===== config.mk =====
export PLATFORM = sky130hd
export DESIGN_NAME = pll_lock_rst_seq
export DESIGN_NICKNAME = d
export VERILOG_FILES = /design/src/rtl/pll_lock_rst_seq.sv
export SDC_FILE = /design/constraint.sdc
export NUM_CORES = 1
export LEC_CHECK = 0
export ABC_AREA = 1
export ABC_CLOCK_PERIOD_IN_PS = 3900
export BUFFER_PORTS_ARGS = -buffer_cell sky130_fd_sc_hd__buf_4
export CAP_MARGIN = 15
export CORE_ASPECT_RATIO = 0.7
export CORE_MARGIN = 3
export CORE_UTILIZATION = 30
export CTS_BUF_LIST = sky130_fd_sc_hd__clkbuf_4 sky130_fd_sc_hd__clkbuf_8 sky130_fd_sc_hd__clkbuf_16
export DETAILED_ROUTE_END_ITERATION = 6
export GPL_ROUTABILITY_DRIVEN = 1
export GPL_TIMING_DRIVEN = 0
export SETUP_SLACK_MARGIN = 0.05
export SYNTH_ARGS = -nofsm -noshare
export SYNTH_HDL_FRONTEND = slang
export SYNTH_SLANG_ARGS = --single-unit

===== constraint.sdc =====
create_clock -name clk -period 3.9 [get_ports clk]
set_input_delay 0.78 -clock clk [delete_from_list [all_inputs] [get_ports clk]]
set_output_delay 0.78 -clock clk [all_outputs]
set_load 0.01 [all_outputs]

===== src/rtl/pll_lock_rst_seq.sv =====
// PLL reset sequencer: pulses PLL RST, qualifies lock, releases fabric reset.
// Optional retry limit / FAIL state: define PLL_LOCK_RST_SEQ_RETRY_LIMIT_EN.
`timescale 1ns/1ps
module pll_lock_rst_seq #(
    parameter int RST_CYCLES    = 16,
    parameter int LOCK_TIMEOUT  = 4096,
    parameter int STABLE_CYCLES = 1024,
    parameter int GLITCH_CYCLES = 4,
    parameter int MAX_RETRY     = 7
) (
    input  logic       clk,
    input  logic       rst,
    input  logic       pll_locked,
    output logic       pll_rst,
    output logic       rst_out,
    output logic       ready,
    output logic [7:0] loss_cnt,
    output logic [2:0] state_dbg
);

    localparam int MAX_A = (LOCK_TIMEOUT > STABLE_CYCLES) ?
                           LOCK_TIMEOUT : STABLE_CYCLES;
    localparam int MAXC  = (MAX_A > RST_CYCLES) ? MAX_A : RST_CYCLES;
    localparam int CW    = $clog2(MAXC) + 1;
    localparam int GW    = $clog2(GLITCH_CYCLES) + 1;

    typedef enum logic [2:0] {
        PLL_RESET = 3'd0,
        WAIT_LOCK = 3'd1,
        STABLE    = 3'd2,
        RUN       = 3'd3
`ifdef PLL_LOCK_RST_SEQ_RETRY_LIMIT_EN
        ,
        FAIL      = 3'd4
`endif
    } state_t;

    state_t        state, state_n;
    logic [CW-1:0] cnt, cnt_n;
    logic [GW-1:0] glitch, glitch_n;
    logic [2:0]    retry, retry_n;
    logic [7:0]    loss_n;
    logic          sync1, lk;
    logic          pll_rst_n;

    // pll_locked comes from the PLL's own domain; never use it raw
    always_ff @(posedge clk) begin
        if (rst) begin
            sync1 <= 1'b0;
            lk    <= 1'b0;
        end else begin
            sync1 <= pll_locked;
            lk    <= sync1;
        end
    end

    always_comb begin
        state_n  = state;
        cnt_n    = cnt + CW'(1);
        glitch_n = '0;
        retry_n  = retry;
        loss_n   = loss_cnt;
        unique case (state)
            PLL_RESET: begin
                if (cnt == CW'(RST_CYCLES - 1))
                    state_n = WAIT_LOCK;
            end
            WAIT_LOCK: begin
                if (lk) begin
                    state_n = STABLE;
                end else if (cnt == CW'(LOCK_TIMEOUT - 1)) begin
                    retry_n = (retry == 3'd7) ? retry : retry + 3'd1;
`ifdef PLL_LOCK_RST_SEQ_RETRY_LIMIT_EN
                    if (retry == 3'(MAX_RETRY))
                        state_n = FAIL;
                    else
                        state_n = PLL_RESET;
`else
                    state_n = PLL_RESET;
`endif
                end
            end
            STABLE: begin
                if (!lk) begin
                    state_n = WAIT_LOCK;
                end else if (cnt == CW'(STABLE_CYCLES - 1)) begin
                    state_n = RUN;
                    retry_n = 3'd0;
                end
            end
            RUN: begin
                cnt_n = '0;
                if (!lk) begin
                    if (glitch == GW'(GLITCH_CYCLES - 1)) begin
                        state_n = PLL_RESET;
                        loss_n  = (loss_cnt == 8'hff) ?
                                  loss_cnt : loss_cnt + 8'd1;
                    end else begin
                        glitch_n = glitch + GW'(1);
                    end
                end
            end
`ifdef PLL_LOCK_RST_SEQ_RETRY_LIMIT_EN
            FAIL: begin
                cnt_n = '0;
            end
`endif
            default: begin
                state_n = PLL_RESET;
            end
        endcase
        if (state_n != state) begin
            cnt_n    = '0;
            glitch_n = '0;
        end
    end

    always_comb begin
        pll_rst_n = (state_n == PLL_RESET);
`ifdef PLL_LOCK_RST_SEQ_RETRY_LIMIT_EN
        if (state_n == FAIL)
            pll_rst_n = 1'b1;
`endif
    end

    // outputs are computed from state_n so they flip on the same edge
    always_ff @(posedge clk) begin
        if (rst) begin
            state    <= PLL_RESET;
            cnt      <= '0;
            glitch   <= '0;
            retry    <= 3'd0;
            loss_cnt <= 8'd0;
            pll_rst  <= 1'b1;
            rst_out  <= 1'b1;
            ready    <= 1'b0;
        end else begin
            state    <= state_n;
            cnt      <= cnt_n;
            glitch   <= glitch_n;
            retry    <= retry_n;
            loss_cnt <= loss_n;
            pll_rst  <= pll_rst_n;
            rst_out  <= (state_n != RUN);
            ready    <= (state_n == RUN);
        end
    end

    assign state_dbg = state;

endmodule


==> results of run 1 <==
==> cell type report <==
cell class / count / area (sq um) / share of cell area [%]
multi-input cells: 129 / 697 / 39.1
flip-flops and latches: 32 / 641 / 35.9
inverters: 36 / 135 / 7.57
repair buffers: 16 / 120 / 6.73
clock buffers: 8 / 97.6 / 5.47
well taps: 66 / 82.6 / 4.63
plain buffers: 1 / 11.3 / 0.631
==> power by group <==
part	total, mW	internal (mW)	switching (mW)
combinational	0.0170	0.00661	0.0104
sequential	0.332	0.329	0.00220
clock	0.272	0.158	0.115
==> per-stage QoR <==
stage	total power [mW]	worst slack, ps	cells	utilization, %	cell area [sq um]
detailed placement	0.356	2130	280	37.0	1690
finish	0.621	2110	288	39.2	1780
global route	0.649	1860	288	39.2	1780
CTS	0.632	2090	288	39.2	1780
global placement	0.356	2130	280	37.0	1690
floorplan	0.350	2310	198	-	1480
==> kinds of logic (layout without fill, tap and decap cells) <==
family | after synthesis | in the layout | synth area share [%]
compound gates | 15 | 15 | 5.14
flops | 32 | 32 | 43.2
xor+xnor | 11 | 11 | 6.49
other cells | 1 | 1 | 0.253
simple gates | 98 | 98 | 31.7
buf+inv | 37 | 61 | 9.87
fa+ha+maj | 4 | 4 | 3.37
==> flip-flops by register name, summed over array words and instances, names as in the netlist <==
register and count:
cnt 13, loss_cnt 8, glitch 3, state_dbg 3, lk 1, pll_rst 1, ready 1, rst_out 1
sync1 1
==> worst max-delay path, delay by kind of cell (launching register included) <==
family | cells | cell delay, ps
simple gates | 7 | 890
flops | 1 | 370
fa+ha+maj | 1 | 220
buf+inv | 2 | 210
==> worst paths after layout <==
| path | startpoint | end | slack, ps | depth (start not counted) |
|---|---|---|---|---|
| worst max-delay path | loss_cnt[1]$_SDFFE_PP0P_ | loss_cnt[6]$_SDFFE_PP0P_ | 2110 | 10 |
| worst min register to register | sync1$_SDFF_PP0_ | lk$_SDFF_PP0_ | 400 | 2 |
| worst max register to register | loss_cnt[1]$_SDFFE_PP0P_ | loss_cnt[6]$_SDFFE_PP0P_ | 2110 | 10 |
| worst min-delay path | sync1$_SDFF_PP0_ | lk$_SDFF_PP0_ | 400 | 2 |
==> metal layers <==
layer	global-route usage, %	vias up	wire length, microns
li1	-	658	-
met2	14.4	19	1030
met5	0	-	0
met3	3.02	5	126
met1	13.9	505	1480
met4	5.73	0	36
==> cell usage after synthesis <==
cell     number
conb_1        1
nand2_1      28
nand4_1       5
ha_1          4
nor2_1       29
inv_1        36
dfxtp_1      32
o21ai_0       4
xnor2_1       6
o21ai_1       1
nand2_2       5
nor4_1        1
nor2_4        1
nand4_4       1
nand3_1      11
buf_6         1
o22ai_1       1
a21oi_1       9
xor2_1        5
nor3_1        5
nor2_2       12
==> reports/summary.txt, run 1 <==
Area Growth Syn to Fin = 20.2%
CP Cell Sequence = ha_1 -> inv_1 -> nor3_1 -> nand4_1 -> nand2_1 -> inv_1 -> nand3_1 -> nor2_1 -> nor2_1 -> nor2_1
CP most frequent cell = nor2_1
Final ANT Viol Nets = 0
vias = 1187
Mapped Cells = 198
Skew-Pair Late Insertion Delay = 280 ps
cell taking the most area after synthesis = dfxtp_1
period utilisation layout = 45.9%
DRT iter0 DRCs = 77
commonest cells after routing, fill and taps aside = 36 x inv_1, 32 x dfxtp_1, 29 x nor2_1
DP Wirelength = 1960 microns
Final Max Slew Viols = 0
CTS Sinks = 32
Worst-path clk slew = 70 ps
count of final setup violators = 0
top cell type's share of synthesized area = 43.2%
#FFs+latches synth = 32
Vias/cell = 4.12
status = finished clean
vias in the first global route = 1070
Max-Cap Viols = 0
min-delay worst type = flip-flop to flip-flop
CP Data Required Time = 4070 ps
starting density of the core = 32.6%
unrepaired setup endpoints after global routing = false
Synth cell types = 21
# diodes = 0
first-pass GRT wire length = 4740 microns
worst hold slack = 405 ps
Syn. warnings = 0
CP startpoint kind = flip-flop
DRC = 0
Fmax = 558 MHz
final hold vios = 0
syn_area_per_cell = 7.49 sq um
H-tree levels = 2
initial antenna violation count = 0
synthesized net count = 205
final net count = 228
Post-CTS Setup Inserts = 0
CTS root buffer = clkbuf_8
CP peak stage delay = 370 ps
Worst Path Arrival = 1970 ps
DR pass1 iterations = 4
Seq/Total Area, Yosys = 43.2%
width of the die = 90.1 microns
IO Pins = 17
Core Area = 4550 sq um
type of the worst setup path = flip-flop to flip-flop
Die ar. = 5840 sq um
routability cong. = 0.784
leakage = 0.736 nW
Setup TNS = 0 ps
number of CTS-inserted buffers = 5
Rows = 20
CP endpoint kind = flip-flop
CP max stage cell = dfxtp_1
Pwr Density = 348 nW/um^2
Tmin final = 1790 ps
fillers = 476
Area contributors post-synth = dfxtp_1 43%, inv_1 9.1%, nor2_1 7.3%
cell area after synthesis = 1480 sq um
final wirelength = 2670 microns
IO buf count = 16
largest net degree at the start of global routing = 11
# hold bufs at CTS = 0
CTS tree = done
Critical Path Fanout Max = 8
commonest non-fill, non-tap cell in the layout = inv_1
Clock Path Buffers = 2
gr ovfl total = 0
clock skew = 6.39 ps
WL per Instance = 9.26 microns
Max rail drop VDD = 0.0955 mV
layout cell share with drive strength beyond 1 = 19.8%
CTS resizes = 0
GRT Total Usage = 10.2%
die height = 64.8 microns
No activity file was read; power rests on OpenSTA's default activity.
==> run 2: changes to the inputs <==
- ABC_AREA: 1 -> 0
- ABC_CLOCK_PERIOD_IN_PS: 3900 -> 1590
- clock period: 3.9 -> 1.59 ns (I/O delays scaled with it)
==> run 2 against run 1 <==
Effect of this change: the run now ends with setup timing left; critical endpoint is now cnt[5]$_SDFF_PP0_; count of clock-buffer cells in the layout decreased by 3; clock skew decreased by 3.7 ps; maximum frequency increased by 11%; largest cell class unchanged; die area decreased by 6.8%; setup slack got worse by 2100 ps; cell area increased by 12%; synthesized cell count decreased by 26%; highest routed layer unchanged; sequential power increased by 140%; hold slack got worse by 150 ps.
==> reports/summary.txt, run 2 <==
clock skew = 2.72 ps
vias = 1188
unrepaired setup endpoints after global routing = true
Final ANT Viol Nets = 0
EDFF count, synth = 0
vias in the first global route = 1105
count of final setup violators = 11
Rows = 19
commonest cells after routing, fill and taps aside = 35 x buf_4, 15 x nor2_1, 14 x dfxtp_1, 14 x dfxtp_2, 8 x nand3_1
Final Max Slew Viols = 0
status = finished, violations left
Core Area = 4160 sq um
IO Pins = 17
CP peak stage delay = 340 ps
Pwr Density = 693 nW/um^2
WL per Instance = 13.4 microns
top cell type's share of synthesized area = 46.6%
top-count cell post-synth = dfxtp_1
Top FF cell, synth = dfxtp_1
met3 GRT Util = 3.82%
Syn. warnings = 0
commonest non-fill, non-tap cell in the layout = buf_4
combinational share of power = 3.5%
Max rail drop VDD = 0.473 mV
CP startpoint kind = flip-flop
die height = 62.6 microns
number of CTS-inserted buffers = 5
final net count = 198
most common library cells after synthesis = 32 x dfxtp_1, 21 x nor2_1, 9 x nand3_1, 8 x nand2_1, 8 x xnor2_1
initial antenna violation count = 0
dpl ws = -253 ps
CP Cell Sequence = and4_4 -> nand4_1 -> o31ai_4 -> a2bb2oi_2 -> buf_6 -> nor2_2
Tmin final = 1620 ps
starting density of the core = 33.0%
min-delay worst type = input pin to flip-flop
Synth cell types = 35
Reg with most FFs = cnt
#FFs+latches synth = 32
syn_area_per_cell = 9.35 sq um
CP Data Required Time = 1750 ps
Worst Path Arrival = 1780 ps
top flop regs = cnt (13), loss_cnt (8)
DR pass1 iterations = 4
# hold bufs at CTS = 0
Fmax = 617 MHz
CTS Sinks = 32
cell taking the most area after synthesis = dfxtp_1
Skew-Pair Late Insertion Delay = 270 ps
IO buf count = 16
P_sw = 0.284 mW
CTS tree = done
CP max stage cell = dfxtp_2
final hold vios = 0
routability cong. = 0.774
layout cell share with drive strength beyond 1 = 48.7%
final wirelength = 3220 microns
Max-Cap Viols = 0
met2 Use GR = 18.2%
Vias/cell = 4.93
H-tree levels = 2
synthesized net count = 154
failing checks = setup timing
GRT Total Usage = 12.0%
sequential power share = 58.4%
cell area after synthesis = 1370 sq um
first-pass GRT wire length = 5070 microns
switching share of power = 20.4%
fillers = 373
Int Pwr = 1.11 mW
gr ovfl total = 0
busiest grt layer = met2
min setup slack post-route = -29.7 ps
Die ar. = 5440 sq um
# diodes = 0
clock power share = 38.1%
Seq/Total Area, Yosys = 46.6%
Worst-path clk slew = 60 ps
met1 usage in global routing = 15.1%
max reg flops = 13
Area contributors post-synth = dfxtp_1 47%, nor2_1 5.7%, xnor2_1 5.1%
Clock Path Buffers = 2
Async S/R FF share, synth = 0%
Critical Path Fanout Max = 5
period utilisation layout = 102%
DP Wirelength = 2020 microns
largest net degree at the start of global routing = 11
type of the worst setup path = flip-flop to flip-flop
Mapped Cells = 147
Area Growth Syn to Fin = 46.1%
width of the die = 86.9 microns
DRC = 0
CTS root buffer = clkbuf_8
post-layout power = 1.39 mW
CP endpoint kind = flip-flop
DRT iter0 DRCs = 66
leakage = 0.742 nW
==> run 2: cell types whose count changed in the layout (fill, tap and decap cells not counted), sizes merged, moves of 4 or more <==
cell   before  now
and3        0    5
or3         0    4
and4        0    4
buf        17   39
a21oi       9    5
nor2       42   21
nor2b       0    5
inv        36    3
nand2      33    8
==> run 2: area by class of cell <==
| class | instances | area, sq um | share of cell area (%) |
|---|---|---|---|
| Buffer | 3 | 26.3 | 1.31 |
| Clock buffer | 5 | 68.8 | 3.43 |
| Inverter | 3 | 11.3 | 0.561 |
| Multi-Input combinational cell | 109 | 877 | 43.7 |
| Sequential cell | 32 | 673 | 33.5 |
| Tap cell | 52 | 65.1 | 3.24 |
| Timing Repair Buffer | 37 | 285 | 14.2 |
==> run 2: power by group through the flow <==
| stage | clock, mW | sequential, mW | combinational (mW) |
|---|---|---|---|
| 6_report | 0.530 | 0.812 | 0.0487 |
| 5_1_grt | 0.595 | 0.812 | 0.0533 |
| 4_1_cts | 0.561 | 0.816 | 0.0424 |
| 3_5_place_dp | 0 | 0.835 | 0.0336 |
| 3_3_place_gp | 0 | 0.834 | 0.0325 |
| 2_1_floorplan | 0 | 0.832 | 0.0198 |
==> run 2: metrics by stage <==
step                      setup TNS [ps]  util, %  instances  hold WS, ps  cell area [sq um]
after floorplan                        0        -        147          390               1420
after global placement             -2580     38.6        215          406               1610
after detailed placement           -2660     38.6        215          428               1610
after CTS                              0     44.9        235          242               1870
after global routing                -983     48.2        241          260               2010
final                               -202     48.2        241          257               2010
==> run 2: routing by layer <==
layer	vias up	wire, microns
met5	-	0
li1	599	-
met3	9	122
met2	23	1530
met4	0	68
met1	557	1500
==> run 2: timing repair <==
action | CTS | global route
setup endpoints to repair | 17 | 22
cloned | 0 | 1
pin swaps | 13 | 6
gates resized for setup | 21 | 29
buffers inserted | 15 | 5
==> run 2: cell families (layout without fill, tap and decap cells) <==
group	count (synthesis)	after routing	synth area share (%)
and+or+nand+nor	71	71	27.9
DFF	32	32	46.6
AOI/OAI and AO/OA	17	17	9.11
xor gates and xnor gates	15	15	9.56
buffers and inverters	6	48	2.19
adders and majority gates	4	4	3.64
other	1	1	0.273
muxes	1	1	0.729
==> run 2: final timing paths <==
| kind | start | end | slack (ps) | cells after the start |
|---|---|---|---|---|
| hold / removal | rst | lk$_SDFF_PP0_ | 260 | 2 |
| setup / recovery | cnt[4]$_SDFF_PP0_ | cnt[5]$_SDFF_PP0_ | -30 | 6 |
| setup reg to reg | cnt[4]$_SDFF_PP0_ | cnt[5]$_SDFF_PP0_ | -30 | 6 |
| hold reg to reg | glitch[0]$_SDFF_PP0_ | glitch[0]$_SDFF_PP0_ | 430 | 1 |
==> run 2: critical path: cells and delay by family, from the launching register on <==
family | cells | cell delay, ps
AOI/OAI and AO/OA | 2 | 530
buffers and inverters | 1 | 170
DFF | 1 | 340
and+or+nand+nor | 3 | 470
